$ cat config.mk
export PLATFORM = sky130hd
export DESIGN_NAME = var_delay_reg_flat
export DESIGN_NICKNAME = d
export VERILOG_FILES = /design/src/rtl/fft_pkg.sv /design/src/rtl/var_delay_reg_if.sv /design/src/rtl/var_delay_reg_dly_stage.sv /design/src/rtl/var_delay_reg.sv /design/src/flat_wrapper.sv
export SDC_FILE = /design/constraint.sdc
export NUM_CORES = 1
export LEC_CHECK = 0
export ABC_CLOCK_PERIOD_IN_PS = 20300
export CAP_MARGIN = 5
export CELL_PAD_IN_SITES_DETAIL_PLACEMENT = 1
export CELL_PAD_IN_SITES_GLOBAL_PLACEMENT = 1
export CORE_UTILIZATION = 35
export CTS_BUF_LIST = sky130_fd_sc_hd__clkbuf_16
export CTS_CLUSTER_DIAMETER = 30
export CTS_CLUSTER_SIZE = 24
export DETAILED_ROUTE_END_ITERATION = 10
export HOLD_SLACK_MARGIN = 0.06
export PLACE_DENSITY = 0.71
export SLEW_MARGIN = 40
export SYNTH_ARGS = -nofsm -noshare
export SYNTH_HDL_FRONTEND = slang
export SYNTH_SLANG_ARGS = --single-unit
$ cat constraint.sdc
create_clock -name clk -period 20.3 [get_ports clk]
set_input_delay 3.045 -clock clk [delete_from_list [all_inputs] [get_ports clk]]
set_output_delay 3.045 -clock clk [all_outputs]
set_load 0.02 [all_outputs]
$ cat src/rtl/fft_pkg.sv
// Shared constants and helpers for the single-path FFT delay/commutator buffers.
package fft_pkg;

  localparam int unsigned FFT_WIDTH = 16;
  localparam int unsigned FFT_DEPTH = 16;

  // Map a requested delay onto the usable range 1..depth.
  function automatic int unsigned clamp_delay(input int unsigned delay, input int unsigned depth);
    if (delay == 0)
      return 1;
    else if (delay > depth)
      return depth;
    else
      return delay;
  endfunction

endpackage

$ cat src/rtl/var_delay_reg_if.sv
// Stream/control bundle for var_delay_reg: control and sample in, tapped sample out.
interface var_delay_reg_if #(
  parameter int unsigned WIDTH = 16,
  parameter int unsigned DEPTH = 16
);
  localparam int unsigned DW = $clog2(DEPTH) + 1;

  logic             en;
  logic             clr;
  logic [DW-1:0]    delay;
  logic             in_valid;
  logic [WIDTH-1:0] in_data;
  logic [WIDTH-1:0] out_data;
  logic             out_valid;
  logic             primed;

  modport master (
    output en, clr, delay, in_valid, in_data,
    input  out_data, out_valid, primed
  );

  modport slave (
    input  en, clr, delay, in_valid, in_data,
    output out_data, out_valid, primed
  );
endinterface

$ cat src/rtl/var_delay_reg_dly_stage.sv
// One delay-line cell: enabled data+valid register, async reset, sync clear.
module dly_stage #(
  parameter int unsigned      WIDTH   = 16,
  parameter logic [WIDTH-1:0] RST_VAL = '0
) (
  input  logic             clk,
  input  logic             rst,
  input  logic             en,
  input  logic             clr,
  input  logic [WIDTH-1:0] d_data,
  input  logic             d_valid,
  output logic [WIDTH-1:0] q_data,
  output logic             q_valid
);

  always_ff @(posedge clk or posedge rst) begin
    if (rst) begin
      q_data  <= RST_VAL;
      q_valid <= 1'b0;
    end else if (clr) begin
      q_data  <= RST_VAL;
      q_valid <= 1'b0;
    end else if (en) begin
      q_data  <= d_data;
      q_valid <= d_valid;
    end
  end

endmodule

$ cat src/rtl/var_delay_reg.sv
// Runtime-selectable delay line: DEPTH enabled stages, tap mux and fill counter.
module var_delay_reg
  import fft_pkg::*;
#(
  parameter int unsigned      WIDTH   = FFT_WIDTH,
  parameter int unsigned      DEPTH   = FFT_DEPTH,
  parameter logic [WIDTH-1:0] RST_VAL = '0
) (
  input logic           clk,
  input logic           rst,
  var_delay_reg_if.slave bus
);

  localparam int unsigned DW = $clog2(DEPTH) + 1;

  logic [WIDTH-1:0] s [DEPTH+1];
  logic             v [DEPTH+1];
  logic [DW-1:0]    d_eff;
  logic [DW-1:0]    d_prev;
  logic [DW-1:0]    cnt;
  logic [WIDTH-1:0] tap_data;
  logic             tap_valid;

  assign s[0] = bus.in_data;
  assign v[0] = bus.in_valid;

  for (genvar k = 1; k <= DEPTH; k++) begin : g_stage
    dly_stage #(
      .WIDTH   (WIDTH),
      .RST_VAL (RST_VAL)
    ) u_stage (
      .clk     (clk),
      .rst     (rst),
      .en      (bus.en),
      .clr     (bus.clr),
      .d_data  (s[k-1]),
      .d_valid (v[k-1]),
      .q_data  (s[k]),
      .q_valid (v[k])
    );
  end

  assign d_eff = DW'(clamp_delay(32'(bus.delay), DEPTH));

  // A delay change restarts the fill count; an enabled edge on the change already counts.
  always_ff @(posedge clk or posedge rst) begin
    if (rst) begin
      cnt    <= '0;
      d_prev <= DW'(1);
    end else if (bus.clr) begin
      cnt    <= '0;
      d_prev <= d_eff;
    end else if (d_eff != d_prev) begin
      d_prev <= d_eff;
      cnt    <= bus.en ? DW'(1) : '0;
    end else if (bus.en && (cnt != DW'(DEPTH))) begin
      cnt <= cnt + DW'(1);
    end
  end

  always_comb begin
    tap_data  = RST_VAL;
    tap_valid = 1'b0;
    for (int unsigned k = 1; k <= DEPTH; k++) begin
      if (d_eff == DW'(k)) begin
        tap_data  = s[k];
        tap_valid = v[k];
      end
    end
  end

  assign bus.out_data  = tap_data;
  assign bus.out_valid = tap_valid;
  assign bus.primed    = (cnt >= d_eff) && (d_eff == d_prev);

endmodule

$ cat src/flat_wrapper.sv
// flat-port wrapper written by rule: the top's interface ports become plain ports
module var_delay_reg_flat import fft_pkg::*;
#(
  parameter int unsigned      WIDTH   = FFT_WIDTH,
  parameter int unsigned      DEPTH   = FFT_DEPTH,
  parameter logic [WIDTH-1:0] RST_VAL = '0
)
  (clk, rst, bus_en, bus_clr, bus_delay, bus_in_valid, bus_in_data, bus_out_data, bus_out_valid, bus_primed);
  var_delay_reg_if #(.WIDTH(WIDTH), .DEPTH(DEPTH)) bus_i ();
  input logic clk;
  input logic rst;
  input wire logic [$bits(bus_i.en)-1:0] bus_en;
  input wire logic [$bits(bus_i.clr)-1:0] bus_clr;
  input wire logic [$bits(bus_i.delay)-1:0] bus_delay;
  input wire logic [$bits(bus_i.in_valid)-1:0] bus_in_valid;
  input wire logic [$bits(bus_i.in_data)-1:0] bus_in_data;
  output wire logic [$bits(bus_i.out_data)-1:0] bus_out_data;
  output wire logic [$bits(bus_i.out_valid)-1:0] bus_out_valid;
  output wire logic [$bits(bus_i.primed)-1:0] bus_primed;
  assign bus_i.en = bus_en;
  assign bus_i.clr = bus_clr;
  assign bus_i.delay = bus_delay;
  assign bus_i.in_valid = bus_in_valid;
  assign bus_i.in_data = bus_in_data;
  assign bus_out_data = bus_i.out_data;
  assign bus_out_valid = bus_i.out_valid;
  assign bus_primed = bus_i.primed;
  var_delay_reg #(.WIDTH(WIDTH), .DEPTH(DEPTH), .RST_VAL(RST_VAL)) u_core (.clk(clk), .rst(rst), .bus(bus_i));
endmodule
Word level (Yosys, flattened, before mapping)
Index checks and enable logic that the tools add are counted.
- logic and storage cells: 166
- register bits: 282
- output and inout bits: 18
- mux-type cells: 104
- $add $sub $neg: 1
- magnitude comparators: 2
- reduce and logical (&&, ||, !) cells: 6
- equality and inequality tests: 19
- operators by type and width (operator ; number):
    two-way mux 16 bit ; 48
    two-way mux 1 bit ; 49
    == test 5 x 4 -> 1 bit, second input constant ; 8
    two-way mux 5 bit ; 7
    == test 5 x 3 -> 1 bit, second input constant ; 4
    == test 5 x 2 -> 1 bit, second input constant ; 2
    adder 5 x 1 -> 5 bit, second input constant ; 1
    == test 5 x 1 -> 1 bit, second input constant ; 1
    == test 5 bit ; 1
    == test 5 bit, second input constant ; 1
    >= comparator 5 bit ; 1
    greater-than comparator 5 bit, second input constant ; 1
    logical NOT 5 bit ; 1
    inequality test 5 bit ; 1
    inequality test 5 bit, second input constant ; 1
    nonzero test 2 bit ; 2
    nonzero test 3 bit ; 1
    logical AND 1 bit ; 2

Longest topological paths before layout
- word-level depth: 20
- mapped depth: 12

Cells and area by module
A second synthesis with hierarchy kept.
- cells, all modules: 1428
- area, all modules: 14614.0 µm²
- by module, submodules not included (module ; sequential area each (µm²) ; instances ; cells each ; area an instance (µm²)):
    dly_stage ; 425.4 ; 16 ; 56 ; 703.2
    var_delay_reg ; 251.5 ; 1 ; 532 ; 3363.2

Worst setup path before layout
OpenSTA, ideal clock, no wires.
- kind: input -> output
- start: in bus_delay[4]
- end: out bus_primed
- path slack: 12.300 ns
- arrival: 4.955 ns
- data required time: 17.255 ns
- buffers on the path: 5
- stages on the path: 12
- cells stage by stage: buf_4 -> buf_4 -> buf_4 -> buf_4 -> clkbuf_1 -> nor2_1 -> ha_1 -> nand2b_1 -> a21oi_1 -> nor2b_1 -> o211ai_1 -> a21oi_1
- word-level cells in the longest chain between the ends: 5
- elaborated cells on any way between the ends: 7
- those cells by class: 2 x order compare; 1 x eq/ne; 2 x mux; 2 x reduce/logical
- RTL lines (item ; RTL line ; source):
    start, declared ; flat_wrapper.sv:14 ; input wire logic [$bits(bus_i.delay)-1:0] bus_delay;
    greater-than comparator 5 bit ; fft_pkg.sv:11 ; else if (delay > depth)
    two-way mux 5 bit ; fft_pkg.sv:11 ;
    two-way mux 5 bit * ; fft_pkg.sv:9 ; if (delay == 0)
    via u_core.d_eff[0] ; var_delay_reg.sv:18 ; logic [DW-1:0] d_eff;
    >= comparator 5 bit or == test 5 bit (tied branches) ; var_delay_reg.sv:74 ; assign bus.primed = (cnt >= d_eff) && (d_eff == d_prev);
    logical AND 1 bit * ; var_delay_reg.sv:74 ;
    end, declared ; flat_wrapper.sv:19 ; output wire logic [$bits(bus_i.primed)-1:0] bus_primed;
Mark *: on every way through the listed nets, which the timed path passes. The rest lies on a longest branch.

Worst setup path after layout
- start: in bus_delay[0]
- end: out bus_out_data[5]
- word-level cells in the longest chain between the ends: 20
- elaborated cells on any way between the ends: 36
- those cells by class: 1 x order compare; 16 x eq/ne; 18 x mux; 1 x reduce/logical
- RTL lines (item ; RTL line ; source):
    greater-than comparator 5 bit ; fft_pkg.sv:11 ;
    two-way mux 5 bit ; fft_pkg.sv:11 ;
    two-way mux 5 bit * ; fft_pkg.sv:9 ;
    == test 5 x 1 -> 1 bit ; var_delay_reg.sv:65 ; if (d_eff == DW'(k)) begin
    two-way mux 16 bit (15 in series) ; var_delay_reg.sv:65 ;
    two-way mux 16 bit * ; var_delay_reg.sv:65 ;
    end, declared ; flat_wrapper.sv:17 ; output wire logic [$bits(bus_i.out_data)-1:0] bus_out_data;
Mark *: on every way between the ends. The rest lies on a longest branch, timed or not.

==> results.txt <==
Ys async rst share -> 1.00
Port bufs -> 43
Num CTS Buffers -> 71
First-pass GRT wire length -> 69200 um
CTS max path bufs -> 3
Fin crit period -> 9.72 ns
Worst Path Required -> 17.26 ns
Gr usage total -> 0.210
Seq/Total Area, Yosys -> 0.483
Setup bufs post-CTS -> 0
Unrepaired setup endpoints after global routing -> no
Top cell type's share of synthesized area -> 0.482
1st-iter DRT viols -> 714
Core Region -> 0.0410 sq mm
Hold Slack -> 0.525 ns
Failing checks -> DRC
Leak pwr -> 8.42 nW
Clock Latency Late Sink -> 0.58 ns
CTS H-Tree Depth -> 3
Fin nets -> 1495
Worst IR Drop VDD -> 0.0000675 V
Die area -> 0.0425 sq mm
Post-synth cell types -> 73
Top_reg_cell synth -> dfrtp_1
Arrival time at the worst endpoint -> 6.67 ns
Die H -> 206 um
Hold Crit Class -> flop to flop
Vias in the first global route -> 12135
Vias post-DR -> 11399
Drt pass-1 iters -> 8
Fmax -> 103 MHz
Post-Place Worst Slack -> 10.65 ns
Avg Cell Area, Syn -> 10.1 sq um
Max Cap Viol -> 0
Setup Skew -> 0.0223 ns
Critical Path Start Type -> input port
CTS tree -> done
Worst setup EP type -> output port
Slew Limit Fails -> 0
Largest net degree at the start of global routing -> 107
Via/cell ratio -> 5.57
# rows -> 74
Synthesized area -> 0.0146 sq mm
Antenna-violating nets left -> 0
#FFs+latches synth -> 282
RePlAce Congestion -> 0.817
Final TNS setup -> 0 ns
WL per Instance -> 21.4 um
Synth Warn # -> 0
Max Fanout on Critical Path -> 52
# IOs -> 44
Clk sink count -> 282
Fillers -> 4468
Starting density of the core -> 0.356
Mapped Cells -> 1448
Number of flops mapped to enable cells by yosys -> 0
Share of layout cells above drive strength 1 -> 0.104
Post-cts gate resize count -> 0
Worst-Margin Slew -> 0.847 ns
Worst setup margin -> 10.58 ns
Number of diodes -> 0
Slew HR -> 0.436
Clock Pin Slew Worst Setup and Hold Paths -> 0.05 ns
GRT overflow -> 0
Register-to-register setup slack -> 18.62 ns
Crit path kind -> input port to output port
Final Cycle Share -> 0.479
Total Wirelength -> 43800 um
Setup Viol. Count Final -> 0
Initial antenna violation count -> 0
Status -> finished with violations
Synth top area cells -> dfrtp_1 (48%), mux2i_1 (20%), nor2_1 (8.5%), o21ai_0 (2.3%), buf_2 (1.8%)
PwrDens -> 103 mW/mm^2
Layout area overhead -> 21.5%
Top cell type by total area after synthesis -> dfrtp_1
CTS root buffer -> clkbuf_16
Net count after synthesis -> 1481
HPWL after DPL -> 26400 um
DRC viols -> 9
Hold Buf Count CTS -> 0
Die span in x -> 206 um
Hold Violations, Final -> 0
[metrics by stage]
| stage | power, mW | std cells | util | area, sq um |
|---|---|---|---|---|
| floorplan | 0.669 | 1448 | - | 14600 |
| global placement | 0.707 | 1919 | 0.372 | 15300 |
| detailed placement | 0.710 | 1920 | 0.374 | 15300 |
| CTS | 1.85 | 2046 | 0.432 | 17700 |
| global route | 1.88 | 2047 | 0.432 | 17700 |
| finish | 1.82 | 2047 | 0.432 | 17700 |
[layout make-up]
cell class              instances  area [sq um]  share of cell area
flip-flops and latches        282          7060               0.398
multi-input cells            1016          6880               0.388
clock buffers                  72          1800               0.102
well taps                     532           666              0.0375
repair buffers                 64           643              0.0363
clock inverters                54           577              0.0325
inverters                      27           109             0.00614
[layer usage]
metal	global-route usage	vias up	share of wire
met5	0	-	0
met4	0.0882	0	0.026
met3	0.0363	93	0.043
met2	0.345	259	0.48
met1	0.273	5873	0.45
li1	-	5174	-
[cells in the mapped netlist, drive strengths merged (4+ instances only)]
master	number
a2bb2oi	10
a211o	4
a21oi	38
buf	72
o211ai	6
o2bb2ai	8
mux2	9
a32oi	5
nand2	37
o21a	8
ha	7
mux2i	296
o31ai	8
o21ai	70
clkbuf	51
nor3	13
a22oi	11
a211oi	10
nor2b	10
a32o	8
nand2b	7
o221ai	13
o22ai	26
nand3	6
dfrtp	281
nor2	333
nand3b	4
a21boi	4
inv	25
o32ai	5
a31oi	5
[critical path, stage by stage]
cell             delay [ns]
buf_4                  0.46
buf_4                  0.57
nand3b_1               0.70
or4_1                  0.63
a311oi_1               0.27
o21ai_1                0.14
a21o_1                 0.23
clkdlybuf4s50_1        0.55
[path summary, 6_finish.rpt]
kind,cells past startpoint,endpoint,startpoint
max in group asynchronous,4,u_core.g_stage[5].u_stage.q_data[12],rst
setup / recovery,8,bus_out_data[5],bus_delay[0]
min in group asynchronous,2,u_core.g_stage[6].u_stage.q_data[6],rst
hold reg to reg,2,u_core.g_stage[16].u_stage.q_data[1],u_core.g_stage[16].u_stage.q_data[1]
hold / removal,2,u_core.g_stage[16].u_stage.q_data[1],u_core.g_stage[16].u_stage.q_data[1]
setup reg to reg,7,u_core.cnt[0],u_core.cnt[0]
[layout by cell type (no fill, tap or decap), drive strengths merged, types with 6 or more instances in the layout]
cell / n
nand2b: 7
nand2: 37
o211ai: 6
o21ai: 70
buf: 25
o2bb2ai: 8
mux2: 9
o31ai: 8
dfrtp: 281
a21oi: 38
inv: 38
o21a: 8
clkdlybuf4s50: 38
nor2b: 10
a22oi: 11
ha: 7
a211oi: 10
clkbuf: 73
a2bb2oi: 10
clkinv: 24
a32o: 8
nor2: 333
o22ai: 26
nand3: 6
clkinvlp: 8
o221ai: 13
mux2i: 296
bufinv: 11
nor3: 13
[state kept, by name, indices dropped and copies added, names as in the netlist]
register / count
u_core.g_stage.u_stage.q_data: 256
u_core.g_stage.u_stage.q_valid: 16
u_core.cnt: 5
u_core.d_prev: 5
[report_power, final]
group	switching (mW)	leakage [nW]	internal, mW
clock	0.345	1.18	0.778
combinational	0.0841	3.32	0.0440
sequential	0.00533	3.91	0.569
[logic make-up (layout without fill, tap and decap cells)]
kind of cell    Yosys count  in the layout  synth area share
buf+inv                 150            217            0.0477
xor+xnor                  6              6           0.00360
mux                     305            305             0.210
fa+ha+maj                 7              7           0.00600
compound gates          263            263             0.122
simple gates            435            435             0.128
flops                   282            282             0.483
(Power assumes the default switching activity.)
